### src/rtl/jtag_pkg.sv
// jtag_pkg
// Shared types and constants for the JTAG-to-AXI bridge data-register bank:
//   tap_ctrl_fsm_t  - the 16 IEEE 1149.1 TAP controller states
//   ir_decoding_t   - instruction codes decoded by the IR decoder
//   s_axi_jtag_t    - AXI request fields {addr, data, mgmt} latched from JTAG
//   tdo_src_t       - which data register currently drives TDO
// plus helpers that load/shift only the low W bits of the shared shift register.
package jtag_pkg;

    localparam int ADDR_AXI_WIDTH = 32;
    localparam int DATA_AXI_WIDTH = 32;
    localparam int MGMT_WIDTH     = 8;
    localparam int IDCODE_WIDTH   = 32;

    function automatic int max2(input int a, input int b);
        return (a > b) ? a : b;
    endfunction

    // The shared shift register must hold the widest register that uses it.
    localparam int DR_MAX_WIDTH = max2(max2(ADDR_AXI_WIDTH, DATA_AXI_WIDTH),
                                       max2(MGMT_WIDTH, IDCODE_WIDTH));

    typedef enum logic [3:0] {
        TEST_LOGIC_RESET = 4'h0,
        RUN_TEST_IDLE    = 4'h1,
        SELECT_DR_SCAN   = 4'h2,
        CAPTURE_DR       = 4'h3,
        SHIFT_DR         = 4'h4,
        EXIT1_DR         = 4'h5,
        PAUSE_DR         = 4'h6,
        EXIT2_DR         = 4'h7,
        UPDATE_DR        = 4'h8,
        SELECT_IR_SCAN   = 4'h9,
        CAPTURE_IR       = 4'hA,
        SHIFT_IR         = 4'hB,
        EXIT1_IR         = 4'hC,
        PAUSE_IR         = 4'hD,
        EXIT2_IR         = 4'hE,
        UPDATE_IR        = 4'hF
    } tap_ctrl_fsm_t;

    // Codes not listed here are legal inputs; they select no register.
    typedef enum logic [3:0] {
        IDCODE            = 4'h1,
        SAMPLE_PRELOAD    = 4'h2,
        IC_RESET          = 4'h3,
        ADDR_AXI_REGISTER = 4'h4,
        DATA_AXI_REGISTER = 4'h5,
        MGMT_AXI_REGISTER = 4'h6,
        BYPASS            = 4'hF
    } ir_decoding_t;

    typedef struct packed {
        logic [3:0] len;
        logic [2:0] size;
        logic       rnw;
    } s_axi_jtag_mgmt_fields_t;

    // Management word: field view for the AXI master, flat view for shifting.
    typedef union packed {
        s_axi_jtag_mgmt_fields_t  f;
        logic [MGMT_WIDTH-1:0]    flat;
    } s_axi_jtag_mgmt_t;

    typedef struct packed {
        logic [ADDR_AXI_WIDTH-1:0] addr;
        logic [DATA_AXI_WIDTH-1:0] data;
        s_axi_jtag_mgmt_t          mgmt;
    } s_axi_jtag_t;

    typedef enum logic [1:0] {
        TDO_NONE   = 2'd0,
        TDO_BYPASS = 2'd1,
        TDO_IDCODE = 2'd2,
        TDO_SR     = 2'd3
    } tdo_src_t;

    // Replace bits [w-1:0] of sr with v, leaving the upper bits alone.
    function automatic logic [DR_MAX_WIDTH-1:0] load_low(
        input logic [DR_MAX_WIDTH-1:0] sr,
        input int                      w,
        input logic [DR_MAX_WIDTH-1:0] v
    );
        logic [DR_MAX_WIDTH-1:0] r;
        r = sr;
        for (int i = 0; i < DR_MAX_WIDTH; i++) begin
            if (i < w) r[i] = v[i];
        end
        return r;
    endfunction

    // Shift bits [w-1:0] of sr right by one with b entering at bit w-1.
    function automatic logic [DR_MAX_WIDTH-1:0] shift_low(
        input logic [DR_MAX_WIDTH-1:0] sr,
        input int                      w,
        input logic                    b
    );
        logic [DR_MAX_WIDTH-1:0] r;
        r = sr;
        for (int i = 0; i < DR_MAX_WIDTH - 1; i++) begin
            if (i < w - 1) r[i] = sr[i + 1];
        end
        for (int i = 0; i < DR_MAX_WIDTH; i++) begin
            if (i == w - 1) r[i] = b;
        end
        return r;
    endfunction

endpackage

### src/rtl/unique0_dr.sv
// unique0_dr
// JTAG data-register bank behind the TAP controller / IR decoder of the
// JTAG-to-AXI bridge: BYPASS, IDCODE, SAMPLE_PRELOAD, IC_RESET and the AXI
// address/data/management registers. Shifts TDI->TDO LSB-first in SHIFT_DR.
// Ports:
//   tck        JTAG clock (state on posedge, TDO source on negedge)
//   trstn      asynchronous active-low reset
//   tdi / tdo  serial data in / out
//   tap_state  current TAP controller state
//   ir_dec     decoded instruction
//   ic_rst     latched reset-selection value
//   axi_info   latched AXI addr/data/mgmt
//   axi_update one-tck strobe following a MGMT update
module unique0_dr
    import jtag_pkg::*;
#(
    parameter logic [31:0] IDCODE_VAL   = 32'h0000_010F,
    parameter int          IC_RST_WIDTH = 4
) (
    input  logic                    tck,
    input  logic                    trstn,
    input  logic                    tdi,
    output logic                    tdo,
    input  tap_ctrl_fsm_t           tap_state,
    input  ir_decoding_t            ir_dec,
    output logic [IC_RST_WIDTH-1:0] ic_rst,
    output s_axi_jtag_t             axi_info,
    output logic                    axi_update
);

    if (IC_RST_WIDTH > DR_MAX_WIDTH || IC_RST_WIDTH < 1) begin : g_bad_ic_rst_width
        $error("unique0_dr: IC_RST_WIDTH must be between 1 and DR_MAX_WIDTH");
    end

    logic                    bypass_q,     bypass_d;
    logic [31:0]             idcode_q,     idcode_d;
    logic [DR_MAX_WIDTH-1:0] sr_q,         sr_d;
    logic [IC_RST_WIDTH-1:0] ic_rst_q,     ic_rst_d;
    s_axi_jtag_t             axi_q,        axi_d;
    logic                    axi_update_q, axi_update_d;
    tdo_src_t                tdo_sel_q,    tdo_sel_d;

    // Only bit 0 of each register ever reaches TDO, so only bit 0 is copied.
    logic bypass_neg_q;
    logic idcode_neg_q;
    logic sr_neg_q;

    always_comb begin
        bypass_d     = bypass_q;
        idcode_d     = idcode_q;
        sr_d         = sr_q;
        ic_rst_d     = ic_rst_q;
        axi_d        = axi_q;
        axi_update_d = 1'b0;
        case (ir_dec)
            BYPASS: begin
                if (tap_state == CAPTURE_DR)    bypass_d = 1'b0;
                else if (tap_state == SHIFT_DR) bypass_d = tdi;
            end
            IDCODE: begin
                if (tap_state == CAPTURE_DR)    idcode_d = IDCODE_VAL;
                else if (tap_state == SHIFT_DR) idcode_d = {tdi, idcode_q[31:1]};
            end
            SAMPLE_PRELOAD: begin
                if (tap_state == CAPTURE_DR)    sr_d = '0;
                else if (tap_state == SHIFT_DR) sr_d = {tdi, sr_q[DR_MAX_WIDTH-1:1]};
            end
            IC_RESET: begin
                if (tap_state == CAPTURE_DR)
                    sr_d = load_low(sr_q, IC_RST_WIDTH, DR_MAX_WIDTH'(ic_rst_q));
                else if (tap_state == SHIFT_DR)
                    sr_d = shift_low(sr_q, IC_RST_WIDTH, tdi);
                else if (tap_state == UPDATE_DR)
                    ic_rst_d = sr_q[IC_RST_WIDTH-1:0];
            end
            ADDR_AXI_REGISTER: begin
                if (tap_state == CAPTURE_DR)
                    sr_d = load_low(sr_q, ADDR_AXI_WIDTH, DR_MAX_WIDTH'(axi_q.addr));
                else if (tap_state == SHIFT_DR)
                    sr_d = shift_low(sr_q, ADDR_AXI_WIDTH, tdi);
                else if (tap_state == UPDATE_DR)
                    axi_d.addr = sr_q[ADDR_AXI_WIDTH-1:0];
            end
            DATA_AXI_REGISTER: begin
                if (tap_state == CAPTURE_DR)
                    sr_d = load_low(sr_q, DATA_AXI_WIDTH, DR_MAX_WIDTH'(axi_q.data));
                else if (tap_state == SHIFT_DR)
                    sr_d = shift_low(sr_q, DATA_AXI_WIDTH, tdi);
                else if (tap_state == UPDATE_DR)
                    axi_d.data = sr_q[DATA_AXI_WIDTH-1:0];
            end
            MGMT_AXI_REGISTER: begin
                if (tap_state == CAPTURE_DR)
                    sr_d = load_low(sr_q, MGMT_WIDTH, DR_MAX_WIDTH'(axi_q.mgmt.flat));
                else if (tap_state == SHIFT_DR)
                    sr_d = shift_low(sr_q, MGMT_WIDTH, tdi);
                else if (tap_state == UPDATE_DR) begin
                    axi_d.mgmt.flat = sr_q[MGMT_WIDTH-1:0];
                    axi_update_d    = 1'b1;
                end
            end
            default: ;
        endcase
    end

    // TDO source is chosen from the state/instruction of the current cycle and
    // latched on the falling edge together with the register bit it exposes.
    always_comb begin
        tdo_sel_d = TDO_NONE;
        if (tap_state == SHIFT_DR) begin
            case (ir_dec)
                BYPASS:            tdo_sel_d = TDO_BYPASS;
                IDCODE:            tdo_sel_d = TDO_IDCODE;
                SAMPLE_PRELOAD,
                IC_RESET,
                ADDR_AXI_REGISTER,
                DATA_AXI_REGISTER,
                MGMT_AXI_REGISTER: tdo_sel_d = TDO_SR;
                default:           tdo_sel_d = TDO_NONE;
            endcase
        end
    end

    always_ff @(posedge tck or negedge trstn) begin
        if (!trstn) begin
            bypass_q     <= 1'b0;
            idcode_q     <= '0;
            sr_q         <= '0;
            ic_rst_q     <= '0;
            axi_q        <= '0;
            axi_update_q <= 1'b0;
        end else begin
            bypass_q     <= bypass_d;
            idcode_q     <= idcode_d;
            sr_q         <= sr_d;
            ic_rst_q     <= ic_rst_d;
            axi_q        <= axi_d;
            axi_update_q <= axi_update_d;
        end
    end

    always_ff @(negedge tck or negedge trstn) begin
        if (!trstn) begin
            bypass_neg_q <= 1'b0;
            idcode_neg_q <= 1'b0;
            sr_neg_q     <= 1'b0;
            tdo_sel_q    <= TDO_NONE;
        end else begin
            bypass_neg_q <= bypass_q;
            idcode_neg_q <= idcode_q[0];
            sr_neg_q     <= sr_q[0];
            tdo_sel_q    <= tdo_sel_d;
        end
    end

    always_comb begin
        case (tdo_sel_q)
            TDO_BYPASS: tdo = bypass_neg_q;
            TDO_IDCODE: tdo = idcode_neg_q;
            TDO_SR:     tdo = sr_neg_q;
            default:    tdo = 1'b0;
        endcase
    end

    assign ic_rst     = ic_rst_q;
    assign axi_info   = axi_q;
    assign axi_update = axi_update_q;

endmodule

### config.mk
export PLATFORM = sky130hd
export DESIGN_NAME = unique0_dr
export DESIGN_NICKNAME = d
export VERILOG_FILES = /design/src/rtl/jtag_pkg.sv /design/src/rtl/unique0_dr.sv
export SDC_FILE = /design/constraint.sdc
export NUM_CORES = 1
export LEC_CHECK = 0
export CORE_AREA = 2 2 152 154
export CTS_CLUSTER_DIAMETER = 200
export CTS_CLUSTER_SIZE = 8
export DETAILED_ROUTE_END_ITERATION = 16
export DIE_AREA = 0 0 154 156
export PLACE_DENSITY_LB_ADDON = 0.25
export SETUP_SLACK_MARGIN = 0.4
export SLEW_MARGIN = 20
export SYNTH_ARGS = -nofsm -noshare
export SYNTH_HDL_FRONTEND = slang
export SYNTH_SLANG_ARGS = --single-unit
### constraint.sdc
create_clock -name tck -period 1.5 [get_ports tck]
set_clock_uncertainty 0.1 [all_clocks]
set_input_delay 0.45 -clock tck [delete_from_list [all_inputs] [get_ports tck]]
set_output_delay 0.45 -clock tck [all_outputs]
set_load 0.01 [all_outputs]
==> results.py, run 1 <==
metrics = {
    "status": {
        "status": "complete, but fails checks",
        "failing_checks": "hold timing, setup timing",
    },
    "cts": {
        "clk_latency_ns": 0.43,
        "clock_tree.htree_level_count": 4,
        "cts_inserted_buffers": 17,
        "clkTransAtPathRegs_ns": 0.06,
        "cts_sinks": 147,
        "ctsRootBufferMaster": "clkbuf_16",
        "cts_tree": "yes",
        "clockBufferDepth": 2,
    },
    "synthesis": {
        "synth_area_per_cell_um2": 11.4,
        "synth-simple-area-share_pct": 10.3,
        "synth_seq_area_share_pct": 55.7,
        "post-synth-top-area-fraction_pct": 53.8,
        "combinational_family_with_the_most_area_after_synthesis": "multiplexers",
        "syn_nets": 591,
        "ys_seq_elements": 147,
        "netlist-cell-type-count": 59,
        "yosys_warnings": 0,
        "synth_area_in_compound_gates_pct": 13.2,
        "post_synth_arst_share_pct": 100,
        "cell_types_occupying_the_most_area_after_synthesis": "dfrtp_1 (54%), mux2_2 (16%), nand2_1 (5.5%)",
        "post_synth_instance_area_um2": 6600,
        "post-synth-top-area-cell": "dfrtp_1",
        "postSynthCellCount": 580,
        "xor_xnor_portion_of_the_synthesized_cell_area_pct": 0.265,
        "yosys.area_share.adder_pct": 0,
        "synth-edff-count": 0,
        "synth_mux_area_share_pct": 17.5,
        "ys.flop_type": "dfrtp_1",
    },
    "sta": {
        "layout_setup_ws_ns": -1.17,
        "rsz0062_at_grt": "yes",
        "tightestPinTransition_ns": 0.468,
        "hold_slack_ns": -0.0393,
        "slew-limit-headroom_pct": 68.8,
        "final-setup-viol-count": 206,
        "report.final.hold_viol_count": 60,
        "timing.final.max_slew_violations": 0,
    },
    "cells_and_area": {
        "finish.instance_area_um2": 11300,
        "finalNetCount": 875,
        "utilization_pct": 50.4,
        "drive_gt1_share_pct": 65.3,
        "antenna_cells_inserted": 0,
        "final.fill_count": 1884,
        "area.growth.synth_to_final_pct": 70.5,
    },
    "die": {
        "core-area_um2": 22400,
        "design.portCount": 89,
        "rows": 55,
        "die-width_um": 154,
        "initial_core_util_pct": 29.5,
        "die_height_um": 156,
        "die_area_um2": 24000,
    },
    "detailed_routing": {
        "met3_length_um": 717,
        "drt-met1-wl_um": 10100,
        "number_of_violations_reported_at_the_end_of_detailed_routing_iteration_0": 268,
        "detail_route.wl_per_cell_um": 18.5,
        "drt_pre_antenna_iters": 4,
        "detailroute.via_count": 5784,
        "post_detailed_route_count_of_antenna_violating_nets": 0,
        "wl_met2_um": 10300,
        "drc": 0,
        "dr.max_layer_used": "met4",
        "viasPerCell": 4.98,
        "finalWirelength_um": 21500,
    },
    "placed_design": {
        "placement.io_buffers": 88,
        "dpl_cell_area_um2": 8790,
        "gp_routability_congestion": 0.865,
        "detailedPlacementHpwl_um": 12200,
    },
    "setup_path": {
        "worst-setup-path-type": "flip-flop to output pin",
        "type_of_element_launching_the_critical_path": "flip-flop",
        "critical_path.max_fanout": 2,
        "end_kind": "output pin",
        "critPathRequiredTime_ns": 0.95,
        "worst_ep_arrival_time_ns": 2.12,
    },
    "global_routing": {
        "antenna_found_initial": 0,
        "global_route.overflow_total": 0,
        "grtUsageTotal_pct": 18.4,
        "grt_pass1_wl_um": 34500,
        "grt_max_degree": 73,
        "first_global_vias": 6110,
    },
    "pwr": {
        "cellLeakagePower_nw": 5.40,
        "vdd_ir_drop_max_v": 0.000801,
        "power_per_cell_area_nw_per_um2": 922,
    },
    "run": {
        "timing.max_cap.violations": 0,
    },
    "min_path": {
        "min_path_type": "input pin to asynchronous set/reset pin",
    },
}
## synth_stat cells, drive strengths merged, types with 2 or more instances
master  count
dfrtp     142
nand2      97
mux2       94
o21ai      69
a22oi      23
nor2       22
buf        21
clkbuf     17
a21oi      11
mux2i      10
inv         6
dfrtn       5
a221oi      4
nand2b      4
nand3       4
nor2b       4
o22ai       4
a221o       3
o221ai      3
or3b        3
a211oi      2
a31oi       2
and4bb      2
nor3b       2
o22a        2
o31ai       2
o32a        2
xor2        2
## flip-flops by register name (all words and copies together) (netlist names)
name          cells
axi_info         72
idcode_q         32
sr_q             32
ic_rst            4
tdo_sel_q         2
axi_update        1
bypass_neg_q      1
bypass_q          1
idcode_neg_q      1
sr_neg_q          1
## repair_timing
item | CTS | global route
gates resized for setup | 493 | 83
setup buffers | 83 | 16
pin swaps | 56 | 14
gates cloned | 21 | 0
endpoints found under the setup margin | 225 | 225
hold endpoints to repair | 25 | 0
## logic make-up (layout without fill, tap and decap cells)
logic type / Yosys count / in the layout
mux: 104 / 104
xor+xnor: 2 / 2
flops: 147 / 147
simple gates: 147 / 149
compound gates: 136 / 136
buf+inv: 44 / 339
## cells in the final DEF, fill, tap and decap left out, types with 19 or more instances in the layout
cell     synthesis  layout
buf_4            1     136
dfrtp_1        142     142
mux2_2          93      53
buf_12           0      24
o21ai_2          0      51
nand2_2          1      19
mux2_4           0      41
nand2_4          0      27
buf_2           18      74
buf_6            1      41
a22oi_1         23      22
nand2_1         96      48
## cell type report
cell class	instances	area, µm²	area share, %
Multi-Input combinational cell	391	3650	32.4
Clock buffer	19	453	4.02
Inverter	6	22.5	0.200
Clock inverter	13	170	1.51
Tap cell	285	357	3.17
Sequential cell	147	3680	32.7
Timing Repair Buffer	301	2930	26.0
## where the power goes
| group | leakage [nW] | switching, mW | internal [mW] |
|---|---|---|---|
| clock | 0.297 | 1.82 | 2.73 |
| combinational | 3.08 | 0.686 | 0.769 |
| sequential | 2.02 | 0.216 | 4.16 |
## critical path, cell delays in order, from the launching register on
cell and delay (ns):
dfrtn_1 0.42, mux2_4 0.31, nand2_2 0.06, o21ai_2 0.04, buf_2 0.13
## through the flow
stage	setup slack (ns)	hold slack [ns]	instances	TNS, ns	power, mW
3_3_place_gp	-1.10	0.372	1010	-136.84	5.61
6_report	-1.17	-0.0393	1162	-41.34	10.4
4_1_cts	-1.18	-0.0146	1146	-41.46	10.3
5_1_grt	-1.21	0.000371	1162	-47.85	10.8
3_5_place_dp	-1.09	0.380	1010	-139.76	5.64
2_1_floorplan	-0.732	0.0544	580	-38.30	4.93
## final timing paths
| path | start | endpoint | slack, ns | depth (start not counted) |
|---|---|---|---|---|
| max | tdo_sel_q[1]$_DFF_NN0_ | tdo | -1.17 | 4 |
| min | trstn | bypass_q$_DFFE_PN0P_ | -0.04 | 2 |
| max reg2reg | axi_info[11]$_DFFE_PN0P_ | sr_q[3]$_DFFE_PN0P_ | -0.10 | 6 |
| min reg2reg | idcode_q[19]$_DFFE_PN0P_ | idcode_q[19]$_DFFE_PN0P_ | 0.38 | 2 |
| max in group asynchronous | trstn | bypass_neg_q$_DFF_NN0_ | 0.77 | 1 |
| min in group tck | idcode_q[19]$_DFFE_PN0P_ | idcode_q[19]$_DFFE_PN0P_ | 0.38 | 2 |
## layer usage
layer	vias up	track usage, %
li1	2673	-
met1	2958	25.3
met2	118	29.1
met3	35	3.86
met4	0	5.96
met5	-	0
No activity file was read; power rests on OpenSTA's default activity.
==> run 2, diff against run 1 <==
--- a/config.mk
+++ b/config.mk
@@ -5,11 +5,11 @@
 export SDC_FILE = /design/constraint.sdc
 export NUM_CORES = 1
 export LEC_CHECK = 0
-export CORE_AREA = 2 2 152 154
+export CORE_AREA = 2 2 125 127
 export CTS_CLUSTER_DIAMETER = 200
 export CTS_CLUSTER_SIZE = 8
 export DETAILED_ROUTE_END_ITERATION = 16
-export DIE_AREA = 0 0 154 156
+export DIE_AREA = 0 0 127 129
 export PLACE_DENSITY_LB_ADDON = 0.25
 export SETUP_SLACK_MARGIN = 0.4
 export SLEW_MARGIN = 20
==> constraint.sdc (replaced) <==
create_clock -name tck -period 1.5 [get_ports tck]
set_clock_uncertainty 0.1 [all_clocks]
set_input_delay 0.15 -clock tck [delete_from_list [all_inputs] [get_ports tck]]
set_output_delay 0.15 -clock tck [all_outputs]
set_load 0.01 [all_outputs]
==> results.py, run 2 (synthesis results as in run 1) <==
metrics = {
    "status": {
        "status": "complete, but fails checks",
        "failing_checks": "setup timing",
    },
    "setup_path": {
        "type_of_element_launching_the_critical_path": "flip-flop",
        "critical_path.n_buffers_inverters": 1,
        "critPathRequiredTime_ns": 1.25,
        "timing.critical_path.max_delay_family": "flip-flops",
        "timing.critical_path.slowest_cell_delay_ns": 0.43,
        "critical_path.max_fanout": 2,
        "worstPathCellList": "mux2_4 -> nand2_2 -> o21ai_2 -> buf_2",
        "cp_slowest_cell": "dfrtn_1",
        "end_kind": "output pin",
        "worst-setup-path-type": "flip-flop to output pin",
        "worst_ep_arrival_time_ns": 2.13,
    },
    "die": {
        "design.portCount": 89,
        "die_area_um2": 16400,
        "rows": 45,
        "die_height_um": 129,
        "die-width_um": 127,
        "core-area_um2": 15000,
        "initial_core_util_pct": 44.1,
    },
    "cells_and_area": {
        "max_reg_flops": 72,
        "drive_gt1_share_pct": 67.7,
        "final.fill_count": 830,
        "area.growth.synth_to_final_pct": 75.2,
        "finalNetCount": 869,
        "most-common-layout-cells": "dfrtp_1 (141), buf_4 (112), buf_6 (67)",
        "antenna_cells_inserted": 0,
        "utilization_pct": 77.2,
        "most_common_library_cell_in_the_layout_ignoring_fill_and_taps": "dfrtp_1",
    },
    "cts": {
        "clkTransAtPathRegs_ns": 0.05,
        "cts_inserted_buffers": 17,
        "clk_latency_ns": 0.44,
        "cts_sinks": 147,
        "cts_tree": "yes",
        "ctsRootBufferMaster": "clkbuf_16",
        "clock_tree.htree_level_count": 4,
        "clockBufferDepth": 2,
    },
    "pwr": {
        "seq_power_share_pct": 42.2,
        "comb_power_share_pct": 15.7,
        "post-layout-total-power_mw": 10.5,
        "p_int_mw": 7.60,
        "power_per_cell_area_nw_per_um2": 907,
        "power.switching_fraction_pct": 27.6,
        "power_switching_mw": 2.89,
        "pwr-share-clk_pct": 42.2,
        "vdd_ir_drop_max_v": 0.000749,
        "cellLeakagePower_nw": 5.56,
    },
    "min_path": {
        "min_path_type": "input pin to asynchronous set/reset pin",
    },
    "sta": {
        "timing.final.max_slew_violations": 0,
        "final-setup-viol-count": 17,
        "layout_setup_ws_ns": -0.875,
        "setup-tns-final_ns": -1.25,
        "hold_slack_ns": 0.0512,
        "rsz0062_at_grt": "yes",
        "slew-limit-headroom_pct": 67.7,
        "report.final.hold_viol_count": 0,
        "tightestPinTransition_ns": 0.485,
    },
    "global_routing": {
        "grtUsageMet1_pct": 35.9,
        "grt_max_degree": 79,
        "antenna_found_initial": 0,
        "first_global_vias": 6453,
        "met2_usage_pct": 50.8,
        "global_route.overflow_total": 0,
        "global_route.peak_usage_layer": "met2",
        "grtUsageTotal_pct": 29.6,
        "met3_routing_resource_usage_after_global_routing_pct": 6.78,
        "grt_pass1_wl_um": 36600,
    },
    "detailed_routing": {
        "number_of_violations_reported_at_the_end_of_detailed_routing_iteration_0": 496,
        "drt_pre_antenna_iters": 5,
        "viasPerCell": 5.93,
        "post_detailed_route_count_of_antenna_violating_nets": 0,
        "finalWirelength_um": 26200,
        "detail_route.wl_per_cell_um": 24.7,
        "drc": 0,
        "detailroute.via_count": 6283,
    },
    "placed_design": {
        "placement.setup.worst_slack_ns": -0.898,
        "detailedPlacementHpwl_um": 11200,
        "gp_routability_congestion": 0.877,
        "placement.io_buffers": 88,
    },
    "run": {
        "timing.max_cap.violations": 0,
    },
}
run 2: cell types whose count changed in the layout (fill, tap and decap cells not counted), sizes merged:
cell / before / now
dlygate4sd3: 0 / 1
clkdlybuf4s15: 1 / 0
nand2: 99 / 98
clkinvlp: 3 / 1
clkinv: 2 / 6
clkbuf: 20 / 23
bufinv: 3 / 2
buf: 298 / 292
inv: 11 / 8
run 2: per-stage QoR:
stage | cell area, µm² | instances
after floorplan | 7070 | 580
after detailed placement | 8450 | 885
final | 11600 | 1059
after global placement | 8450 | 885
after global routing | 11600 | 1059
after CTS | 10800 | 1034
run 2: power groups by stage:
stage               sequential (mW)  combinational, mW  clock [mW]
detailed placement             4.44               1.11           0
CTS                            4.37               1.36        4.34
global route                   4.43               1.71        4.63
finish                         4.42               1.64        4.43
floorplan                      4.42              0.504           0
global placement               4.43               1.09           0
run 2: final timing paths:
kind	startpoint	to	slack (ns)	depth (start not counted)
worst min-delay path	trstn	tdo_sel_q[1]$_DFF_NN0_	0.05	1
worst min register to register	idcode_q[10]$_DFFE_PN0P_	idcode_q[10]$_DFFE_PN0P_	0.40	2
min in group tck	tap_state[3]	bypass_q$_DFFE_PN0P_	0.11	4
max in group asynchronous	trstn	sr_q[25]$_DFFE_PN0P_	0.53	3
worst max-delay path	tdo_sel_q[1]$_DFF_NN0_	tdo	-0.88	4
worst max register to register	axi_info[4]$_DFFE_PN0P_	sr_q[4]$_DFFE_PN0P_	0	5
run 2: layout make-up:
type	count	area [µm²]	area share, %
well taps	188	235	2.03
multi-input cells	390	3920	33.9
clock inverters	11	125	1.08
flip-flops and latches	147	3680	31.8
repair buffers	296	3120	27.0
clock buffers	21	470	4.07
inverters	6	22.5	0.195
run 2: worst register-to-register path: cells and delay by family, from the launching register on:
kind               cells  cell delay (ns)
AOI/OAI and AO/OA      2             0.48
DFF                    1             0.40
muxes                  1             0.23
and+or+nand+nor        2             0.16
run 2: what timing repair did:
action                                  in CTS  in global routing
setup buffers                               95                 24
cloned                                      21                  1
resized for setup                          557                122
pin swaps                                   44                 39
endpoints found under the hold margin      142                  0
hold buffers                                 1                  0
endpoints found under the setup margin     225                289
run 2: routing by layer:
| layer | wire length, µm | vias up |
|---|---|---|
| met2 | 13400 | 292 |
| met5 | 0 | - |
| li1 | - | 2643 |
| met1 | 10000 | 3259 |
| met4 | 1120 | 0 |
| met3 | 1580 | 89 |
==> run 3, diff against run 2 <==
--- a/config.mk
+++ b/config.mk
@@ -7,7 +7,6 @@
 export LEC_CHECK = 0
 export CORE_AREA = 2 2 125 127
 export CTS_CLUSTER_DIAMETER = 200
-export CTS_CLUSTER_SIZE = 8
 export DETAILED_ROUTE_END_ITERATION = 16
 export DIE_AREA = 0 0 127 129
 export PLACE_DENSITY_LB_ADDON = 0.25
==> results of run 3 <==
Final layout, timing and power as in run 2 (identical DEF).
